--- src/rtl/adder_bist_ctrl.sv ---
// rtl/adder_bist_ctrl.sv - exhaustive self-test sweep and checker for a W-bit adder
// Optional STOP_ON_FAIL_EN: end the run at the first mismatching vector.
module adder_bist_ctrl #(
  parameter int W       = 4,
  parameter int DUT_LAT = 0,
  parameter int ERR_W   = 8
) (
  input  logic             clk,
  input  logic             rst,
  input  logic             start,
  output logic [W-1:0]     dut_a,
  output logic [W-1:0]     dut_b,
  output logic             dut_cin,
  input  logic [W-1:0]     dut_sum,
  input  logic             dut_cout,
  output logic             busy,
  output logic             done,
  output logic             pass,
  output logic [ERR_W-1:0] err_cnt,
  output logic [2*W:0]     fail_vec,
  output logic [W:0]       fail_got
);

  localparam int VW = 2 * W + 1;
  localparam logic [VW-1:0]    VEC_LAST = {VW{1'b1}};
  localparam logic [ERR_W-1:0] ERR_MAX  = {ERR_W{1'b1}};
  localparam logic [2:0]       LAT_LAST = 3'((DUT_LAT > 0) ? DUT_LAT - 1 : 0);

  typedef enum logic [2:0] {
    IDLE,
    DRIVE,
    WAIT,
    CHECK,
    DONE
  } state_t;

  state_t        state;
  logic [VW-1:0] vec;
  logic [2:0]    wait_cnt;
  logic          mism_seen;
  logic [W:0]    exp_sum;
  logic [W:0]    got;
  logic          mism;
  logic          last;

  // Operands come straight from the vector register, so they are registered
  // and cannot move between DRIVE and CHECK.
  assign {dut_a, dut_b, dut_cin} = vec;

  always_comb begin
    exp_sum = {1'b0, dut_a} + {1'b0, dut_b} + {{W{1'b0}}, dut_cin};
    got     = {dut_cout, dut_sum};
    mism    = (got !== exp_sum);
`ifdef STOP_ON_FAIL_EN
    last    = (vec == VEC_LAST) || mism;
`else
    last    = (vec == VEC_LAST);
`endif
  end

  always_ff @(posedge clk) begin
    if (rst) begin
      state     <= IDLE;
      vec       <= '0;
      wait_cnt  <= '0;
      mism_seen <= 1'b0;
      busy      <= 1'b0;
      done      <= 1'b0;
      pass      <= 1'b0;
      err_cnt   <= '0;
      fail_vec  <= '0;
      fail_got  <= '0;
    end else begin
      case (state)
        IDLE, DONE: begin
          if (start) begin
            vec       <= '0;
            mism_seen <= 1'b0;
            err_cnt   <= '0;
            fail_vec  <= '0;
            fail_got  <= '0;
            done      <= 1'b0;
            pass      <= 1'b0;
            busy      <= 1'b1;
            state     <= DRIVE;
          end
        end
        DRIVE: begin
          wait_cnt <= '0;
          state    <= (DUT_LAT == 0) ? CHECK : WAIT;
        end
        WAIT: begin
          if (wait_cnt == LAT_LAST) state <= CHECK;
          else wait_cnt <= wait_cnt + 3'd1;
        end
        CHECK: begin
          if (mism) begin
            if (err_cnt != ERR_MAX) err_cnt <= err_cnt + 1'b1;
            if (!mism_seen) begin
              fail_vec <= vec;
              fail_got <= got;
            end
            mism_seen <= 1'b1;
          end
          if (last) begin
            // sticky flag keeps a saturated counter from reading as a pass
            busy  <= 1'b0;
            done  <= 1'b1;
            pass  <= !mism && !mism_seen && (err_cnt == '0);
            state <= DONE;
          end else begin
            vec   <= vec + 1'b1;
            state <= DRIVE;
          end
        end
        default: state <= IDLE;
      endcase
    end
  end

endmodule

--- config.mk ---
export PLATFORM = sky130hd
export DESIGN_NAME = adder_bist_ctrl
export DESIGN_NICKNAME = d
export VERILOG_FILES = /design/src/rtl/adder_bist_ctrl.sv
export SDC_FILE = /design/constraint.sdc
export NUM_CORES = 1
export LEC_CHECK = 0
export BUFFER_PORTS_ARGS = -buffer_cell sky130_fd_sc_hd__buf_2
export CORE_MARGIN = 1.5
export CORE_UTILIZATION = 58
export CTS_BUF_LIST = sky130_fd_sc_hd__clkbuf_4 sky130_fd_sc_hd__clkbuf_8 sky130_fd_sc_hd__clkbuf_16
export CTS_CLUSTER_SIZE = 8
export DETAILED_ROUTE_END_ITERATION = 6
export GPL_ROUTABILITY_DRIVEN = 0
export GPL_TIMING_DRIVEN = 0
export PLACE_DENSITY = 0.9
export SLEW_MARGIN = 15
export SYNTH_ARGS = -nofsm -noshare
export SYNTH_HDL_FRONTEND = slang
export SYNTH_SLANG_ARGS = --single-unit
--- constraint.sdc ---
create_clock -name clk -period 7.8 [get_ports clk]
set_clock_uncertainty 0.1 [all_clocks]
set_input_delay 0.39 -clock clk [delete_from_list [all_inputs] [get_ports clk]]
set_output_delay 0.39 -clock clk [all_outputs]
set_load 0.02 [all_outputs]
==> impl_metrics.csv <==
group,metric,value,unit
status,status,"completed",
detailed_routing,via_per_inst,5.733,
floorplanning,dieWidth,62.65,um
sta,clock.fmax,0.3260,GHz
detailed_routing,via_count,1806,
hold_path,worstHoldStart,"dut_sum[2]",
worst_setup_path,r2r-start,"vec[5]",
clock_tree,numClockSinks,41,
worst_setup_path,worstPathRequired,7970,ps
placed_design,port_buffers,41,
sta,setup_tns,0,ps
clock_tree,cts_tree,"done",
run,cap_violations,0,
detailed_routing,wl_per_cell,13.86,um
clock_tree,clockBufferDepth,2,
global_routing,grt_max_degree,13,
layout,fin_cells,315,
floorplanning,die_h,62.65,um
floorplanning,std_cell_rows,21,
hold_path,whs_endpoint,"fail_got[2]",
layout,layout.cells.most_common_list,"buf_2, dfxtp_1, nor2_1",
detailed_routing,drtIter0Drc,99,
logic_synthesis,ys_seq_area_frac,0.3978,
global_routing,grt_pass1_wl,7293,um
detailed_routing,firstDrtPassIters,4,
floorplanning,initial_core_util,0.6135,
detailed_routing,wirelength,4366,um
worst_setup_path,rr_worst_depth,8,
sta,rsz0062_at_grt,"no",
placed_design,hpwl,3199,um
worst_setup_path,startpoint_type,"flop",
logic_synthesis,syn-num-nets,239,
logic_synthesis,syn_inst,220,
floorplanning,io_pins,42,
worst_setup_path,path_max_fanout,8,
layout,finalInstanceArea,0.002396,mm^2
clock_tree,cts_hold_buf,0,
logic_synthesis,synth-edff-count,0,
power_and_ir_drop,ir_worst_vdd,105.9,uV
logic_synthesis,synth.distinct_cells,49,
layout,final_util,0.7124,
global_routing,antenna_found_initial,0,
logic_synthesis,synth_area_leaders,"dfxtp_1, a22o_1, ha_1, a21oi_1, nor2_1",
hold_path,whs_path_depth,2,
layout,final_common_cell,"buf_2",
placed_design,dpl_cell_area,0.002326,mm^2
detailed_routing,postRouteAntennaNets,0,
clock_tree,ctsResizeCount,0,
clock_tree,clk_pin_slew,120,ps
clock_tree,cts_setup_buffers,0,
worst_setup_path,end_kind,"flop",
worst_setup_path,timing.rr.end,"err_cnt[5]",
logic_synthesis,yosys.area.top_type,"dfxtp_1",
layout,drive_gt1_frac,0.2416,
sta,period_needed,3068,ps
sta,slew_violations,0,
global_routing,grt_use_total,0.2293,
global_routing,overflow,0,
power_and_ir_drop,power.leakage,1.057,nW
global_routing,grt_pass1_vias,1624,
logic_synthesis,ys_dominant_reg_cell,"dfxtp_1",
layout,diodes,0,
worst_setup_path,regToRegSetupSlack,4730,ps
worst_setup_path,setup.worst_path.class,"reg -> reg",
logic_synthesis,netlist_area,0.002063,mm^2
layout,area_delta_synth_final,16.13,%
clock_tree,numCtsBuffers,5,
power_and_ir_drop,fin_total_pwr,0.4001,mW
clock_tree,worstSkewPairLatency,350,ps
logic_synthesis,yosysWarningCount,0,
clock_tree,h-tree-depth,2,
logic_synthesis,synth-seq-cells,41,
clock_tree,cts_root_buffer,"clkbuf_4",
logic_synthesis,synth_top_area_share,0.3978,
power_and_ir_drop,power_density,167.0,mW/mm^2
sta,post-route-period-util,0.3933,
sta,tightest_slew,1136,ps
logic_synthesis,syn_area_per_cell,9.378,um^2
sta,worst_slew_margin_rel,0.2331,
layout,final_nets,287,
detailed_routing,drc,0,
worst_setup_path,cp.arrival,3230,ps
hold_path,hold_path_class,"in -> reg",
placed_design,dp.cells,307,
sta,setup_viol,0,
floorplanning,placeableCoreArea,0.003363,mm^2
sta,final-hold-violation-count,0,
floorplanning,dieArea,0.003924,mm^2
logic_synthesis,synthArstFlopShare,0,
## critical path: stages (launching register included)
cell	delay [ps]
dfxtp_1	400
fa_1	490
fa_1	420
a21o_1	200
a21oi_1	190
xor2_1	450
a21oi_1	340
a211o_1	340
o31ai_1	70
## final cells by class
type | count | area, um^2
tap | 46 | 57.56
multi-input combinational | 163 | 1147
fill | 293 | 967.2
buffer | 9 | 68.82
inverter | 7 | 26.28
clock buffer | 7 | 65.06
timing repair buffer | 41 | 205.2
sequential | 41 | 820.8
clock inverter | 1 | 5.005
## per-stage QoR
stage / worst slack [ps] / hold slack, ps
detailed placement: 4778 / 356.4
CTS: 4758 / 170.5
finish: 4732 / 163.1
floorplan: 5032 / 390.4
global route: 4656 / 172.4
global placement: 4835 / 344.5
## registers in the layout, summed over array words and instances, names as in the netlist
| signal | count |
|---|---|
| busy | 1 |
| pass | 1 |
| fail_got | 5 |
| vec | 9 |
| mism_seen | 1 |
| err_cnt | 8 |
| fail_vec | 9 |
| state | 3 |
| done | 1 |
| wait_cnt | 3 |
## synth_stat cells (all sizes together), types with 3 or more instances
library cell  count
nand2            19
a22oi             3
ha                9
nor2             20
a22o             14
nor3              9
dfxtp            41
buf               6
a21oi            17
nand4             4
clkbuf            3
o21ai             9
inv               7
nand2b            8
nand3             7
xor2              6
xnor2             4
## report_power, final
group	total, mW	internal [mW]	switching [mW]
sequential	0.219	0.214	0.00479
clock	0.121	0.0523	0.0689
combinational	0.0596	0.0227	0.0369
## routing by layer
layer  vias to the layer above  GRT usage  wire [um]
met3                         9    0.03423        213
met2                        55     0.3831       2046
met4                         0    0.08889         73
met5                         -          0          0
met1                       851     0.2990       2032
li1                        891          -          -
## kinds of logic after synthesis
group | share of synthesized area
xor gates and xnor gates | 0.05336
adders and majority gates | 0.07399
DFF | 0.3978
buffers and inverters | 0.04609
AOI/OAI and AO/OA | 0.2141
and+or+nand+nor | 0.2147
## worst max-delay path by stage
stage | from | end | slack [ps] | depth (start not counted)
final | vec[5] | err_cnt[5] | 4730 | 8
after CTS | vec[5] | err_cnt[5] | 4760 | 8
after detailed placement | vec[5] | err_cnt[5] | 4780 | 8
after global routing | vec[5] | err_cnt[4] | 4660 | 8
after floorplan | vec[5] | err_cnt[5] | 5030 | 8
after global placement | vec[5] | err_cnt[2] | 4830 | 8
No activity file was read; power rests on OpenSTA's default activity.
